[src/rtl/ce_gen_pkg.sv]
// Shared constants, types and helpers for the ce_gen_multi clock-enable generator.
package ce_gen_pkg;

  localparam int ACC_W_DEF = 16;

  typedef struct packed {
    logic [ACC_W_DEF-1:0] num;
    logic [ACC_W_DEF-1:0] den;
  } rate_t;

  // A single-channel build still needs a 1-bit select port.
  function automatic int chIdxW(input int channels);
    return (channels > 1) ? $clog2(channels) : 1;
  endfunction

endpackage

[src/rtl/ce_gen_chan.sv]
// One rational-rate enable channel: phase accumulator plus shadow rate registers.
// Optional pause support is compiled in with CE_GEN_PAUSE_EN.
module ce_gen_chan
  import ce_gen_pkg::*;
#(
  parameter int               ACC_W   = ACC_W_DEF,
  parameter logic [ACC_W-1:0] DEF_NUM = 1,
  parameter logic [ACC_W-1:0] DEF_DEN = 20
) (
  input  logic             clk_i,
  input  logic             reset_i,
  input  logic             wr_i,
  input  logic [ACC_W-1:0] wrNum_i,
  input  logic [ACC_W-1:0] wrDen_i,
  input  logic             sync_i,
  input  logic             pause_i,
  output logic             ce_o,
  output logic             pending_o
);

  logic [ACC_W-1:0] acc_q, acc_d;
  logic [ACC_W-1:0] num_q, num_d;
  logic [ACC_W-1:0] den_q, den_d;
  logic [ACC_W-1:0] shNum_q, shNum_d;
  logic [ACC_W-1:0] shDen_q, shDen_d;
  logic             pending_q, pending_d;
  logic             ce_q, ce_d;
  logic [ACC_W:0]   sum;
  logic             disabled, clamp, apply, paused;

`ifdef CE_GEN_PAUSE_EN
  assign paused = pause_i;
`else
  logic unused_pause;
  assign paused       = 1'b0;
  assign unused_pause = pause_i;
`endif

  // New rates only take effect at a period boundary (or on sync), so no period is ever shortened.
  always_comb begin
    sum       = {1'b0, acc_q} + {1'b0, num_q};
    disabled  = (num_q == '0) || (den_q == '0);
    clamp     = num_q > den_q;
    acc_d     = acc_q;
    num_d     = num_q;
    den_d     = den_q;
    shNum_d   = wr_i ? wrNum_i : shNum_q;
    shDen_d   = wr_i ? wrDen_i : shDen_q;
    pending_d = pending_q | wr_i;
    ce_d      = 1'b0;
    apply     = 1'b0;
    if (sync_i) begin
      acc_d = '0;
      if (pending_q || wr_i) begin
        num_d     = shNum_d;
        den_d     = shDen_d;
        pending_d = 1'b0;
      end
    end else if (!paused) begin
      if (disabled) begin
        apply = pending_q;
      end else begin
        if (clamp) begin
          ce_d  = 1'b1;
          acc_d = '0;
        end else if (sum >= {1'b0, den_q}) begin
          ce_d  = 1'b1;
          acc_d = ACC_W'(sum - {1'b0, den_q});
        end else begin
          acc_d = sum[ACC_W-1:0];
        end
        apply = pending_q && ce_d;
      end
      if (apply) begin
        num_d     = shNum_q;
        den_d     = shDen_q;
        acc_d     = '0;
        pending_d = wr_i;
      end
    end
  end

  always_ff @(posedge clk_i or posedge reset_i) begin
    if (reset_i) begin
      acc_q     <= '0;
      num_q     <= DEF_NUM;
      den_q     <= DEF_DEN;
      shNum_q   <= DEF_NUM;
      shDen_q   <= DEF_DEN;
      pending_q <= 1'b0;
      ce_q      <= 1'b0;
    end else begin
      acc_q     <= acc_d;
      num_q     <= num_d;
      den_q     <= den_d;
      shNum_q   <= shNum_d;
      shDen_q   <= shDen_d;
      pending_q <= pending_d;
      ce_q      <= ce_d;
    end
  end

  assign ce_o      = ce_q;
  assign pending_o = pending_q;

endmodule

[src/rtl/ce_gen_multi.sv]
// Multi-channel rational clock-enable generator: one ce_gen_chan per channel, shared config bus.
// Pause input is honoured only when built with CE_GEN_PAUSE_EN.
module ce_gen_multi
  import ce_gen_pkg::*;
#(
  parameter int                        CHANNELS = 2,
  parameter int                        ACC_W    = ACC_W_DEF,
  parameter logic [CHANNELS*ACC_W-1:0] DEF_NUM  = {CHANNELS{16'd1}},
  parameter logic [CHANNELS*ACC_W-1:0] DEF_DEN  = {16'd19, 16'd20}
) (
  input  logic                          clk_sys,
  input  logic                          reset,
  input  logic                          cfg_wr,
  input  logic [chIdxW(CHANNELS)-1:0]   cfg_ch,
  input  logic [ACC_W-1:0]              cfg_num,
  input  logic [ACC_W-1:0]              cfg_den,
  input  logic                          sync,
  input  logic                          pause,
  output logic [CHANNELS-1:0]           ce,
  output logic [CHANNELS-1:0]           cfg_pending
);

  localparam int CHW = chIdxW(CHANNELS);

  // Out-of-range channel numbers match no instance, so such writes are dropped.
  for (genvar c = 0; c < CHANNELS; c++) begin : gChan
    logic wrSel;
    assign wrSel = cfg_wr && (cfg_ch == CHW'(c));

    ce_gen_chan #(
      .ACC_W   (ACC_W),
      .DEF_NUM (DEF_NUM[c*ACC_W +: ACC_W]),
      .DEF_DEN (DEF_DEN[c*ACC_W +: ACC_W])
    ) uChan (
      .clk_i     (clk_sys),
      .reset_i   (reset),
      .wr_i      (wrSel),
      .wrNum_i   (cfg_num),
      .wrDen_i   (cfg_den),
      .sync_i    (sync),
      .pause_i   (pause),
      .ce_o      (ce[c]),
      .pending_o (cfg_pending[c])
    );
  end

endmodule

[config.mk]
export PLATFORM = sky130hd
export DESIGN_NAME = ce_gen_multi
export DESIGN_NICKNAME = d
export VERILOG_FILES = /design/src/rtl/ce_gen_pkg.sv /design/src/rtl/ce_gen_chan.sv /design/src/rtl/ce_gen_multi.sv
export SDC_FILE = /design/constraint.sdc
export NUM_CORES = 1
export LEC_CHECK = 0
export CAP_MARGIN = 30
export CORE_MARGIN = 4
export CORE_UTILIZATION = 40
export CTS_CLUSTER_DIAMETER = 60
export DETAILED_ROUTE_END_ITERATION = 10
export DONT_BUFFER_PORTS = 1
export SLEW_MARGIN = 0
export SYNTH_ARGS = -nofsm -noshare
export SYNTH_HDL_FRONTEND = slang
export SYNTH_SLANG_ARGS = --single-unit
[constraint.sdc]
create_clock -name clk_sys -period 7.2 [get_ports clk_sys]
set_input_delay 1.44 -clock clk_sys [delete_from_list [all_inputs] [get_ports clk_sys]]
set_output_delay 1.44 -clock clk_sys [all_outputs]
set_load 0.02 [all_outputs]
### After elaboration in Yosys (flattened, before gate mapping)

Index checks and enable logic that the tools add are counted.

* add/subtract/negate cells: 4
* multipliers: 0
* div/mod/pow operators: 0
* magnitude comparators: 4
* equal/unequal tests: 4
* shift operators: 0
* mux-type cells: 48
* bitwise gates (word level): 3
* reductions and logical operators: 16

Operator list (count)
* 2-to-1 mux 16 bit: 26
* zero test 16 bit: 4
* adder 16 x 16 -> 17 bit: 2
* >= comparator 17 x 16 -> 1 bit: 2
* > comparator 16 bit: 2
* subtractor 16 bit: 2
* 2-to-1 mux 1 bit: 22
* inequality test 3 bit, second input constant: 2
* logical AND 1 bit: 4
* logical OR 1 bit: 4
* inequality test 2 x 1 -> 1 bit, second input constant: 2
* AND reduction 2 bit: 2
* nonzero test 2 bit: 2
* bitwise OR 1 bit: 2
* inverter 1 bit: 1

* register bits after elaboration: 164
* bits in latches: 0
* memory bits (writable): 0
* ROM bits: 0
* input port bits: 38
* output and inout bits: 4
* word-level logic and storage cells: 93
* memories kept: 0

### Depth between registers and ports, before layout

* depth in word-level cells: 11
* depth in mapped cells: 20
* mapped depth without buffers: 18

### By module

Synthesis repeated with hierarchy kept, for this count alone.

* cell total of the unflattened synthesis: 1097
* area, all modules: 11106.9 um^2

By module, submodules not included
* ce_gen_chan at gChan[1].uChan: times used 1, cells each 562, area an instance 5627.9 um^2, seq. area each 2062.0 um^2
* ce_gen_chan at gChan[0].uChan: times used 1, cells each 533, area an instance 5462.7 um^2, seq. area each 2059.5 um^2
* ce_gen_multi: times used 1, cells each 2, area an instance 16.3 um^2, seq. area each 0.0 um^2

### Worst setup path before layout

Ideal clock, no wire load.

* path type: flip-flop to flip-flop
* from: register gChan[1].uChan.num_q[0]
* to: register gChan[1].uChan.num_q[1]
* arrival time: 3.997 ns
* required time: 7.077 ns
* path slack: 3.080 ns
* cell stages (with the launch flop): 19
* buffers on the path: 2
* clock period less this slack: 4.120 ns
* cells stage by stage: dfstp_2 -> ha_1 -> inv_1 -> fa_1 -> nor2b_1 -> o31a_1 -> o2111ai_2 -> a31o_2 -> o21ai_0 -> xor2_1 -> ha_1 -> a21o_1 -> a211oi_1 -> nand3_1 -> a211o_1 -> buf_6 -> a2bb2oi_4 -> buf_6 -> o221a_1

* word-level cells in the longest chain between the ends: 11
* elaborated cells on any way between the ends: 14

Ends and longest elaborated chain
* start, declared: RTL line ce_gen_chan.sv:22 `logic [ACC_W-1:0] num_q, num_d;`
* start signal, assigned: RTL line ce_gen_chan.sv:94 `num_q <= num_d;`
* adder 16 x 16 -> 17 bit: RTL line ce_gen_chan.sv:41 `sum = {1'b0, acc_q} + {1'b0, num_q};`
* >= comparator 17 x 16 -> 1 bit: RTL line ce_gen_chan.sv:66 `end else if (sum >= {1'b0, den_q}) begin`
* 2-to-1 mux 1 bit: RTL line ce_gen_chan.sv:66
* 2-to-1 mux 1 bit: RTL line ce_gen_chan.sv:63 `if (clamp) begin`
* 2-to-1 mux 1 bit: RTL line ce_gen_chan.sv:60 `if (disabled) begin`
* 2-to-1 mux 1 bit: RTL line ce_gen_chan.sv:52 `if (sync_i) begin`
* logical AND 1 bit: RTL line ce_gen_chan.sv:72 `apply = pending_q && ce_d;`
* 2-to-1 mux 1 bit (*): RTL line ce_gen_chan.sv:60
* 2-to-1 mux 1 bit (*): RTL line ce_gen_chan.sv:52
* nonzero test 2 bit (no line) (*)
* AND reduction 2 bit (no line) (*)

Every way passes the cells marked *; elsewhere a longest branch is shown, timed or not. The select of a mux whose other input is x is not followed.
A chain may end at the register's enable or synchronous reset.

### Final worst setup path

* from: register gChan[1].uChan.num_q[0]
* to: register gChan[1].uChan.num_q[7]

The elaborated chain is that of the path after synthesis.

==> reports/metrics.cfg <==
[final_layout]
syn_to_final_growth_pct=8.67
mostFrequentLayoutCell=dfrtp_1
fillerInstances=2509
final_cell_count_no_fill=1375
drive_above_1_share_pct=14.4
multi_input_area_um2=6180
mostFrequentLayoutCells=dfrtp_1, ha_1, mux2_2, inv_1, nand2_1
n_antenna_cell=0
regArea_um2=4120
fin_nets=1165

[routing]
wl_per_cell_um=19.8
drt_pass1_iterations=7
first_iter_violations=406
vias_per_cell=5.77
wl_um=27200
final_antenna_net_count=0
route.detailed.drc=0
vias=7939

[timing]
setup_viol=0
slew_headroom_pct=35.8
finalWorstSetupSlack_ns=2.04
tightest_slew_ns=0.960
rsz0062_at_grt=no
finalSetupTns_ns=0
fin_skew_ns=0.00874
fin_crit_ns=5.16
slew_viol_final=0
min_period_over_period_pct=71.7
final-hold-violation-count=0
timing.fmax_mhz=194

[placement]
hpwl_um=19700
dp.cells=1341
place_congestion=0.878
port_buffers=0
pre_cts_slack_ns=1.70

[critical_path]
cp_max_fo=32
path_delay_family=compound AO/OA/AOI/OAI gates
cp-endpoint=gChan[1].uChan.num_q[7]
end_kind=flop
r2r-end=gChan[1].uChan.num_q[7]
crit_start=gChan[1].uChan.num_q[0]
worstPathArrival_ns=5.52
cp-start-kind=flop
crit_required_ns=7.56
timing.critical_path.buf_inv=1
path_cells=ha_1 > inv_1 > fa_1 > nor2b_1 > o31a_1 > o2111ai_2 > a31o_2 > xnor2_1 > ha_1 > nand3_1 > nor4_1 > nand2_1 > nand3_1 > a211o_1 > a2bb2oi_4 > o221a_1
slowest_stage=a2bb2oi_4
path_depth=16
reg2reg_slack_ns=2.04
r2r-start=gChan[1].uChan.num_q[0]
crit_type=flop to flop
ff2ff_path_depth=16
max_stage_delay_ns=0.76

[run]
drv_cap=0

[die]
io_pins=42
die-area_um2=29600
dieWidth_um=172
fp.dieH_um=172
design.core.area_um2=26300
rows=59
start_util_pct=41.0

[synthesis]
synthArstFlopShare_pct=100
ys_seq_area_share_pct=38.2
synthTopCellsByArea=dfrtp_1, ha_1, mux2_2
synth_top_area_cell=dfrtp_1
yosys_warnings=0
netlist_area_um2=10800
yosys_register_bits=164
avgSynthCellArea_um2=10.4
synth_top_area_share_pct=34.8
ys.flop_type=dfrtp_1
syn_inst=1037
syn_nets=1175
synth_edf_count=0
ys_types=70

[global_routing]
antenna_found_initial=7
grt_pass1_vias=7919
grtUsageTotal_pct=19.1
grt-ovfl-total=0
grt_first_pass_wirelength_um=44300
grt_max_degree=95

[clocking]
path_clk_slew_ns=0.07
post_cts_resized=0
cts_setup_buffers=0
cts_tree=yes
insertion_delay_ns=0.43
cts.root.buffer_cell=clkbuf_16
clock_sinks=164
cts_made_buffers=17
cts_htree_levels=4
cts_max_path_buffers=2
ctsHoldBuffers=0

[status]
status=finished, final reports clean

[hold_path]
hold_path.class=flop to flop

tightest hold or removal path: stages (launching register included):
cell and delay (ns):
dfstp_2 0.37, inv_1 0.04, mux2i_1 0.05
cells by family after synthesis:
logic type | share of synthesized area (%)
and+or+nand+nor | 13.5
AOI/OAI and AO/OA | 18.9
DFF | 38.2
buffers and inverters | 4.52
adders and majority gates | 11.9
muxes | 9.24
xor gates and xnor gates | 3.82
through the flow:
stage	util, %	instance area, um2	hold slack (ns)
global placement	41.9	11000	0.459
finish	44.6	11700	0.467
CTS	44.4	11700	0.470
detailed placement	42.1	11100	0.460
floorplan	-	10800	0.446
global route	44.6	11700	0.503
layout make-up:
type,count,share of cell area (%)
clock buffers,19,3.70
multi-input cells,773,52.8
clock inverters,13,1.48
well taps,335,3.58
repair buffers,14,1.41
inverters,57,1.87
flip-flops and latches,164,35.2
state kept, by name, indices dropped and copies added, names as in the netlist:
name                   count
gChan.uChan.acc_q         32
gChan.uChan.ce_o           2
gChan.uChan.den_q         32
gChan.uChan.num_q         32
gChan.uChan.pending_o      2
gChan.uChan.shDen_q       32
gChan.uChan.shNum_q       32
routing by layer:
layer | vias up | GRT usage, % | share of wire, %
li1 | 3849 | - | -
met1 | 3917 | 26.5 | 47
met5 | - | 0 | 0.33
met3 | 38 | 5.97 | 6.3
met2 | 123 | 29.0 | 45
met4 | 12 | 4.99 | 1.5
worst min-delay path by stage:
stage | start | end | slack (ns) | depth (start not counted)
2_1_floorplan | gChan[0].uChan.shNum_q[0] | gChan[0].uChan.num_q[0] | 0.45 | 2
3_3_place_gp | gChan[0].uChan.shNum_q[0] | gChan[0].uChan.num_q[0] | 0.46 | 2
3_5_place_dp | gChan[0].uChan.shNum_q[0] | gChan[0].uChan.num_q[0] | 0.46 | 2
4_1_cts | gChan[0].uChan.shNum_q[0] | gChan[0].uChan.num_q[0] | 0.47 | 2
5_1_grt | gChan[0].uChan.shNum_q[0] | gChan[0].uChan.num_q[0] | 0.50 | 2
6_report | gChan[0].uChan.shNum_q[0] | gChan[0].uChan.num_q[0] | 0.47 | 2
cells in the mapped netlist, drive strengths merged (22+ instances only):
master	instances
a21oi	41
a221o	35
and3	37
buf	22
dfrtp	150
ha	96
inv	57
mux2	68
mux2i	23
nand2	56
nand2b	40
nor2	48
o21ai	56
o221a	32
xnor2	36
Power is left out: the tool's default activity adds up to more than one toggle a clock period on the data nets, which glitch-free logic cannot reach.
